===== src/rtl/tx_data_stream_cross.sv =====
// Egress serializer for one switch port: wide cross-bus frames in, MAC byte stream out.
// Frames starting while the link is down are consumed silently; sent frames raise a timestamp irq.
//
// state | meaning
// IDLE  | no frame in progress, word buffer empty
// SEND  | serializing the current frame onto the MAC stream
// DROP  | link was down at frame start, beats consumed with no output
module tx_data_stream_cross #(
    parameter int PORT_NUM            = 4,
    parameter int PORT_MNG_DATA_WIDTH = 8,
    parameter int CROSS_DATA_WIDTH    = PORT_MNG_DATA_WIDTH * PORT_NUM,
    parameter int TS_ADDR_DEPTH       = 16
) (
    input  logic                          i_clk,
    input  logic                          i_rst,
    input  logic                          i_mac_port_link,
    input  logic [CROSS_DATA_WIDTH:0]     i_mac_cross_port_axi_data,
    input  logic [CROSS_DATA_WIDTH/8-1:0] i_mac_cross_axi_data_keep,
    input  logic                          i_mac_cross_axi_data_valid,
    output logic                          o_mac_cross_axi_data_ready,
    input  logic                          i_mac_cross_axi_data_last,
    output logic [7:0]                    o_mac_axi_data,
    output logic                          o_mac_axi_data_keep,
    output logic                          o_mac_axi_data_valid,
    input  logic                          i_mac_axi_data_ready,
    output logic                          o_mac_axi_data_last,
    output logic                          o_mac_axi_data_err,
    output logic                          o_mac_time_irq,
    output logic [7:0]                    o_mac_frame_seq,
    output logic [7:0]                    o_timestamp_addr,
    output logic [15:0]                   o_port_tx_byte_cnt,
    output logic [15:0]                   o_port_tx_frame_cnt
);

    localparam int BYTES = CROSS_DATA_WIDTH / 8;
    localparam int CW    = $clog2(BYTES + 1);

    typedef enum logic [1:0] {IDLE, SEND, DROP} state_t;

    state_t                      state_q, state_d;
    logic [CROSS_DATA_WIDTH-1:0] buf_data_q, buf_data_d;
    logic                        buf_valid_q, buf_valid_d;
    logic                        buf_last_q, buf_last_d;
    logic [CW-1:0]               byte_idx_q, byte_idx_d;
    logic [CW-1:0]               cnt_q, cnt_d;
    logic                        err_acc_q, err_acc_d;
    logic                        first_byte_q, first_byte_d;
    logic                        irq_q, irq_d;
    logic [7:0]                  seq_cnt_q, seq_cnt_d;
    logic [7:0]                  addr_cnt_q, addr_cnt_d;
    logic [7:0]                  seq_out_q, seq_out_d;
    logic [7:0]                  addr_out_q, addr_out_d;
    logic [15:0]                 byte_cnt_q, byte_cnt_d;
    logic [15:0]                 frame_cnt_q, frame_cnt_d;

    logic          ready;
    logic          accept;
    logic          out_hs;
    logic          last_byte;
    logic          new_frame;
    logic          err_in;
    logic [CW-1:0] keep_cnt;

    assign err_in    = i_mac_cross_port_axi_data[CROSS_DATA_WIDTH];
    assign out_hs    = buf_valid_q & i_mac_axi_data_ready;
    assign last_byte = (byte_idx_q == cnt_q - CW'(1));
    assign ready     = ~i_rst & ((state_q == DROP) | ~buf_valid_q | (last_byte & out_hs));
    assign accept    = i_mac_cross_axi_data_valid & ready;
    // A beat accepted while the buffer holds a last beat opens the next frame back-to-back.
    assign new_frame = (state_q == IDLE) | ((state_q == SEND) & buf_last_q);

    always_comb begin
        keep_cnt = '0;
        for (int i = 0; i < BYTES; i++) begin
            keep_cnt = keep_cnt + CW'(i_mac_cross_axi_data_keep[i]);
        end
    end

    always_comb begin
        state_d      = state_q;
        buf_data_d   = buf_data_q;
        buf_valid_d  = buf_valid_q;
        buf_last_d   = buf_last_q;
        byte_idx_d   = byte_idx_q;
        cnt_d        = cnt_q;
        err_acc_d    = err_acc_q;
        first_byte_d = first_byte_q;
        seq_cnt_d    = seq_cnt_q;
        addr_cnt_d   = addr_cnt_q;
        seq_out_d    = seq_out_q;
        addr_out_d   = addr_out_q;
        byte_cnt_d   = byte_cnt_q;
        frame_cnt_d  = frame_cnt_q;
        irq_d        = out_hs & first_byte_q;

        if (out_hs) begin
            first_byte_d = 1'b0;
            byte_cnt_d   = byte_cnt_q + 16'd1;
            if (last_byte) begin
                buf_valid_d = 1'b0;
                if (buf_last_q) begin
                    state_d     = IDLE;
                    frame_cnt_d = frame_cnt_q + 16'd1;
                end
            end else begin
                buf_data_d = {buf_data_q[CROSS_DATA_WIDTH-9:0], 8'h00};
                byte_idx_d = byte_idx_q + CW'(1);
            end
        end

        if (irq_d) begin
            seq_out_d  = seq_cnt_q;
            addr_out_d = addr_cnt_q;
            seq_cnt_d  = seq_cnt_q + 8'd1;
            addr_cnt_d = (addr_cnt_q == 8'(TS_ADDR_DEPTH - 1)) ? 8'd0 : addr_cnt_q + 8'd1;
        end

        if (accept) begin
            if (state_q == DROP) begin
                if (i_mac_cross_axi_data_last) state_d = IDLE;
            end else if (new_frame && !i_mac_port_link) begin
                state_d = i_mac_cross_axi_data_last ? IDLE : DROP;
            end else begin
                state_d     = SEND;
                buf_data_d  = i_mac_cross_port_axi_data[CROSS_DATA_WIDTH-1:0];
                buf_valid_d = 1'b1;
                buf_last_d  = i_mac_cross_axi_data_last;
                byte_idx_d  = '0;
                cnt_d       = keep_cnt;
                err_acc_d   = new_frame ? err_in : (err_acc_q | err_in);
                if (new_frame) first_byte_d = 1'b1;
            end
        end
    end

    always_ff @(posedge i_clk) begin
        if (i_rst) begin
            state_q      <= IDLE;
            buf_data_q   <= '0;
            buf_valid_q  <= 1'b0;
            buf_last_q   <= 1'b0;
            byte_idx_q   <= '0;
            cnt_q        <= '0;
            err_acc_q    <= 1'b0;
            first_byte_q <= 1'b0;
            irq_q        <= 1'b0;
            seq_cnt_q    <= '0;
            addr_cnt_q   <= '0;
            seq_out_q    <= '0;
            addr_out_q   <= '0;
            byte_cnt_q   <= '0;
            frame_cnt_q  <= '0;
        end else begin
            state_q      <= state_d;
            buf_data_q   <= buf_data_d;
            buf_valid_q  <= buf_valid_d;
            buf_last_q   <= buf_last_d;
            byte_idx_q   <= byte_idx_d;
            cnt_q        <= cnt_d;
            err_acc_q    <= err_acc_d;
            first_byte_q <= first_byte_d;
            irq_q        <= irq_d;
            seq_cnt_q    <= seq_cnt_d;
            addr_cnt_q   <= addr_cnt_d;
            seq_out_q    <= seq_out_d;
            addr_out_q   <= addr_out_d;
            byte_cnt_q   <= byte_cnt_d;
            frame_cnt_q  <= frame_cnt_d;
        end
    end

    assign o_mac_cross_axi_data_ready = ready;
    assign o_mac_axi_data             = buf_data_q[CROSS_DATA_WIDTH-1 -: 8];
    assign o_mac_axi_data_valid       = buf_valid_q;
    assign o_mac_axi_data_keep        = buf_valid_q;
    assign o_mac_axi_data_last        = buf_valid_q & buf_last_q & last_byte;
    assign o_mac_axi_data_err         = buf_valid_q & buf_last_q & last_byte & err_acc_q;
    assign o_mac_time_irq             = irq_q;
    assign o_mac_frame_seq            = seq_out_q;
    assign o_timestamp_addr           = addr_out_q;
    assign o_port_tx_byte_cnt         = byte_cnt_q;
    assign o_port_tx_frame_cnt        = frame_cnt_q;

endmodule


===== config.mk =====
export PLATFORM = sky130hd
export DESIGN_NAME = tx_data_stream_cross
export DESIGN_NICKNAME = d
export VERILOG_FILES = /design/src/rtl/tx_data_stream_cross.sv
export SDC_FILE = /design/constraint.sdc
export NUM_CORES = 1
export LEC_CHECK = 0
export BUFFER_PORTS_ARGS = -buffer_cell sky130_fd_sc_hd__buf_2
export CORE_ASPECT_RATIO = 1.75
export CORE_UTILIZATION = 49
export DETAILED_ROUTE_END_ITERATION = 7
export PLACE_DENSITY = 0.76
export SYNTH_ARGS = -nofsm -noshare
export SYNTH_HDL_FRONTEND = slang
export SYNTH_SLANG_ARGS = --single-unit

===== constraint.sdc =====
create_clock -name i_clk -period 2.4 [get_ports i_clk]
set_clock_uncertainty 0.15 [all_clocks]
set_input_delay 0.12 -clock i_clk [delete_from_list [all_inputs] [get_ports i_clk]]
set_output_delay 0.12 -clock i_clk [all_outputs]
set_load 0.01 [all_outputs]

---- Word-level counts from Yosys, hierarchy flattened ----
Cells that the tools add are included.
storage, ports and cells
  flip-flop bits (word level) ............. 109
  bits in latches ......................... 0
  bits in writable memories ............... 0
  ROM bits ................................ 0
  input bits .............................. 43
  output and inout port bits .............. 62
  memories kept ........................... 0
cells by class
  add/subtract/negate cells ............... 9
  multipliers ............................. 0
  div/mod/pow operators ................... 0
  $lt $le $gt $ge ......................... 0
  equal/unequal tests ..................... 4
  shift-type cells ........................ 0
  muxes and demuxes ....................... 30
  bitwise logic cells ..................... 17
  reductions and logical operators ........ 5
operators with widths
  kind                                                                 number
  32-bit 2-to-1 mux                                                    5
  16-bit by 1-bit adder with 16-bit output (second input constant)     2
  8-bit by 1-bit adder with 8-bit output (second input constant)       2
  2-bit 2-to-1 mux                                                     8
  3-bit 2-to-1 mux                                                     5
  1-bit 2-to-1 mux                                                     11
  1-bit bitwise AND                                                    9
  8-bit by 4-bit == test with 1-bit output (second input constant)     1
  8-bit 2-to-1 mux                                                     1
  3-bit AND reduction                                                  2
  1-bit inverter                                                       4
  1-bit bitwise OR                                                     4
  2-bit by 1-bit adder with 3-bit output                               1
  3-bit by 1-bit adder with 3-bit output                               1
  3-bit by 1-bit adder with 3-bit output (second input constant)       1
  3-bit == test                                                        1
  3-bit by 1-bit subtractor with 3-bit output (second input constant)  1
  1-bit by 1-bit adder with 2-bit output                               1
  2-bit by 1-bit == test with 1-bit output (second input constant)     1
  2-bit == test (second input constant)                                1
  2-bit zero test                                                      1
  1-bit logical AND                                                    1
  1-bit zero test                                                      1

---- Longest topological paths before layout ----
  word-level depth ........................ 7
  depth in mapped cells ................... 8

---- Worst setup path after synthesis ----
No wires, ideal clock.
  path kind ............................... reg2reg
  start ................................... reg cnt_q[0]
  end ..................................... reg buf_data_q[22]
  setup time .............................. 147 ps
  arrival time ............................ 2,040 ps
  required time ........................... 2,103 ps
  setup slack ............................. 63 ps
  stages on the path, launching flop included .. 9
  path buffers ............................ 1
  cell sequence ........................... dfxtp_1 -> inv_1 -> ha_1 -> xnor2_1 -> nor3_4 -> or2b_2 -> buf_4 -> nand2_1 -> a311oi_2
on the way
  word-level cells in the longest chain between the ends .. 7
  elaborated cells on any way between the ends .. 11
  classes of those cells .................. 1 x add/sub; 1 x eq/ne; 5 x mux; 4 x bitwise
ends and longest elaborated chain
  item                                                           line     text
  start: declaration                                             45       logic [CW-1:0] cnt_q, cnt_d;
  start signal: assignment                                       159      cnt_q <= cnt_d;
  3-bit by 1-bit subtractor with 3-bit output *                  66       assign last_byte = (byte_idx_q == cnt_q - CW'(1));
  3-bit == test *                                                66
  32-bit 2-to-1 mux / 1-bit bitwise AND (equally long branches)  99, 67
  32-bit 2-to-1 mux / 1-bit bitwise OR (equally long branches)   96, 67
  32-bit 2-to-1 mux / 1-bit bitwise AND (equally long branches)  121, 67
  32-bit 2-to-1 mux / 1-bit bitwise AND (equally long branches)  119, 68
  32-bit 2-to-1 mux *                                            118      if (accept) begin
  end signal: assignment                                         155      buf_data_q <= buf_data_d;
  end: declaration                                               41       logic [CROSS_DATA_WIDTH-1:0] buf_data_q, buf_data_d;
Every way passes the cells marked *; elsewhere a longest branch is shown, timed or not.
A chain may end at the register's enable or synchronous reset.

---- Worst setup path after layout ----
  start ................................... reg cnt_q[0]
  end ..................................... out o_mac_axi_data_err
on the way
  word-level cells in the longest chain between the ends .. 4
ends and longest elaborated chain
  item                                         line  text
  3-bit by 1-bit subtractor with 3-bit output  66
  3-bit == test                                66
  1-bit bitwise AND (2 in series)              177   assign o_mac_axi_data_err = buf_valid_q & buf_last_q & last_byte & err_acc_q;
  end: declaration                             27    output logic o_mac_axi_data_err,
Every way passes these cells.

==> impl_metrics.yaml <==
worst_setup_path:
  crit_cells: 7
  critPathLaunchType: "register"
  worstPathCellList: "inv_2, ha_4, xor3_2, nor3_4, and3_4, and2_1, buf_2"
  max_stage_delay_ns: 0.46
  cp.arrival_ns: 2.03
  critPathLaunch: "cnt_q[0]"
  crit_buf_inv: 2
  cp_max_fo: 4
  cpMaxStageDelayCell: "xor3_2"
  r2r_slack_ns: 0.12
  end_kind: "output pin"
  worstRegToRegCells: 9
  critPathKind: "reg -> out"
  timing.rr.end: "buf_data_q[13]"
  crit_required_ns: 2.13
  critPathCapture: "o_mac_axi_data_err"
  timing.rr.start: "cnt_q[0]"
  critical-path-top-delay-family: "simple AND/OR/NAND/NOR gates"
synth:
  syn_nets: 620
  async_reset_ff_frac: 0
  synth_simple_gate_area_frac: 0.2456
  syn_inst: 568
  synth_edf_count: 0
  syn_area_um2: 4916
  yosysWarnings: 0
  syn-mean-instance-area_um2: 8.655
  synth_cell_type_count: 45
  yosys.area_share.adder: 0.02443
  ys_seq_area_frac: 0.4439
  synth-compound-area-share: 0.1290
  synth-seq-cells: 109
  synth_top_family_by_area: "simple AND/OR/NAND/NOR gates"
  synth_top_flop_cell: "dfxtp_1"
  synthMuxAreaShare: 0.008399
  synth_xor_area_frac: 0.08984
detailed_routing:
  drt_iter0_drc: 173
  ant_nets: 0
  drt_wl_total_um: 11460
  via_per_inst: 5.202
  post_drt_wl_per_cell_um: 13.92
  first_pass_iters: 4
  drc: 0
  num_vias: 4281
die:
  die_h_um: 134.5
  ios: 105
  die-area_um2: 10450
  coreArea_um2: 9789
  start_util: 0.5022
  num_rows: 48
  die_x_um: 77.72
timing:
  rsz0062_at_grt: "false"
  worst_slew_pin_slew_ns: 0.8009
  relSlewSlack: 0.4661
  fin_crit_ns: 2.301
  slew_viol_final: 0
  fin_crit_sh: 0.9587
  fmax_ghz: 0.4346
  hold_viol_final: 0
  report.final.setup_viol: 0
flow_run:
  timing.max_cap.violations: 0
global_route:
  grt_max_degree: 79
  track_usage: 0.2215
  grt_pass1_vias: 4032
  grt_pass1_wl_um: 18490
  antenna_found_initial: 0
  gr-total-overflow: 0
place:
  place_inst: 768
  globalplace.congestion: 0.8405
  place_area_um2: 5538
  io_buffers: 104
  dp.final_hpwl_um: 7578
layout:
  drive_gt1_frac: 0.2450
  post-route-cell-area_um2: 6260
  finalNonFillerCells: 823
  num_antenna_cells: 0
  area_growth_pct: 27.34
  fin_nets: 745
clock_network:
  insertion_delay_ns: 0.34
  cts_tree: "yes"
  clockBufferDepth: 2
  clk_pin_slew_worst_paths_ns: 0.07
  h-tree-depth: 3
  cts_inserted_buffers: 9
  numClockSinks: 109
  cts_root_buf: "clkbuf_16"
power:
  p_leak_nw: 2.574
  fin_total_pwr_mw: 3.697
  power_density_nw_per_um2: 590.7
  max-vdd-ir-drop_v: 0.0003769
outcome:
  status: "finished clean"
min_path:
  holdCritPathClass: "in -> reg"
  min-delay-start: "i_mac_axi_data_ready"
logic make-up (layout without fill, tap and decap cells):
kind of cell,after synthesis,in the layout
buf+inv,57,187
fa+ha+maj,9,9
compound gates,76,76
simple gates,266,266
xor+xnor,47,47
mux,4,4
flops,109,109
cell usage in the layout, fill, tap and decap left out, types with 7 or more instances in the layout:
cell type	count
a21oi_1	35
a311oi_2	20
and3_1	9
buf_2	103
buf_4	14
clkbuf_16	10
dfxtp_1	108
dlygate4sd3_1	35
ha_1	7
inv_1	12
nand2_1	113
nand3_1	27
nand4_1	11
nor2_1	75
nor3_1	8
xnor2_1	14
xor2_1	30
power breakdown:
group | switching (mW) | internal, mW
Clock | 0.660 | 0.766
Sequential | 0.0278 | 1.85
Combinational | 0.200 | 0.192
Total | 0.888 | 2.81
cell usage after synthesis (all sizes together), types with 5 or more instances:
library cell  instances  area, µm²
or3                   5      31.28
nand3                27      135.1
nor4                  5      67.56
a311oi               24      335.3
xor2                 30      262.8
and3                 10      62.56
inv                  13      48.80
xnor2                15      131.4
nand2               113      424.2
buf                  23      161.4
dfxtp               109       2182
nor3                  9      56.31
o21ai                 5      28.78
nor2                 75      281.5
clkbuf               21      78.83
ha                    8      100.1
nand4                11      68.82
a21oi                35      175.2
timing repair:
action	4_1_cts	5_1_grt
resized for setup	1	6
hold buffers	35	0
endpoints found under the setup margin	33	12
endpoints found under the hold margin	36	0
pin swaps	1	4
cloned	0	1
buffers inserted	0	3
stage by stage:
step | setup WS, ns | setup TNS, ns | hold WS, ns | utilization
2_1_floorplan | 0.06312 | 0 | 0.1060 | -
3_3_place_gp | 0.004651 | 0 | 0.2101 | 0.5657
3_5_place_dp | -0.09494 | -1.326 | 0.2166 | 0.5657
4_1_cts | 0.05515 | 0 | 0.03153 | 0.6315
5_1_grt | 0.005456 | 0 | 0.06881 | 0.6394
6_report | 0.09923 | 0 | 0.05292 | 0.6394
final cells by class:
class,count,area [µm²]
clock buffer,12,256.5
fill,778,3530
sequential,109,2183
multi-input combinational,402,2489
tap,125,156.4
timing repair buffer,158,1096
inverter,13,48.80
clock inverter,4,30.03
flip-flops by register name, indices dropped and copies added, names as in the netlist:
signal	flops
addr_cnt_q	8
buf_data_q	32
buf_last_q	1
byte_idx_q	3
cnt_q	3
err_acc_q	1
first_byte_q	1
o_mac_axi_data_keep	1
o_mac_frame_seq	8
o_mac_time_irq	1
o_port_tx_byte_cnt	16
o_port_tx_frame_cnt	16
o_timestamp_addr	8
seq_cnt_q	8
state_q	2
worst min path at each step:
stage | depth (start not counted) | end | slack [ns]
floorplan | 2 | buf_last_q | 0.11
finish | 4 | o_mac_axi_data_keep | 0.05
global placement | 3 | buf_data_q[0] | 0.21
CTS | 4 | o_mac_axi_data_keep | 0.03
global route | 4 | first_byte_q | 0.07
detailed placement | 3 | buf_data_q[0] | 0.22
worst register-to-register path, stage by stage (launching register included):
cell and delay, ns:
dfxtp_2 0.34, inv_2 0.05, ha_4 0.16, xor3_2 0.46
nor3_4 0.21, buf_4 0.15, or2b_2 0.15, buf_12 0.15
nand2_1 0.09, a311oi_2 0.28
metal layers:
layer,up-vias,wire length [µm],GRT usage
met3,18,408,0.04122
li1,2155,-,-
met1,2022,4532,0.2421
met4,0,244,0.1017
met2,86,6273,0.4071
met5,-,0,0
Power figures use the tool's default switching activity.
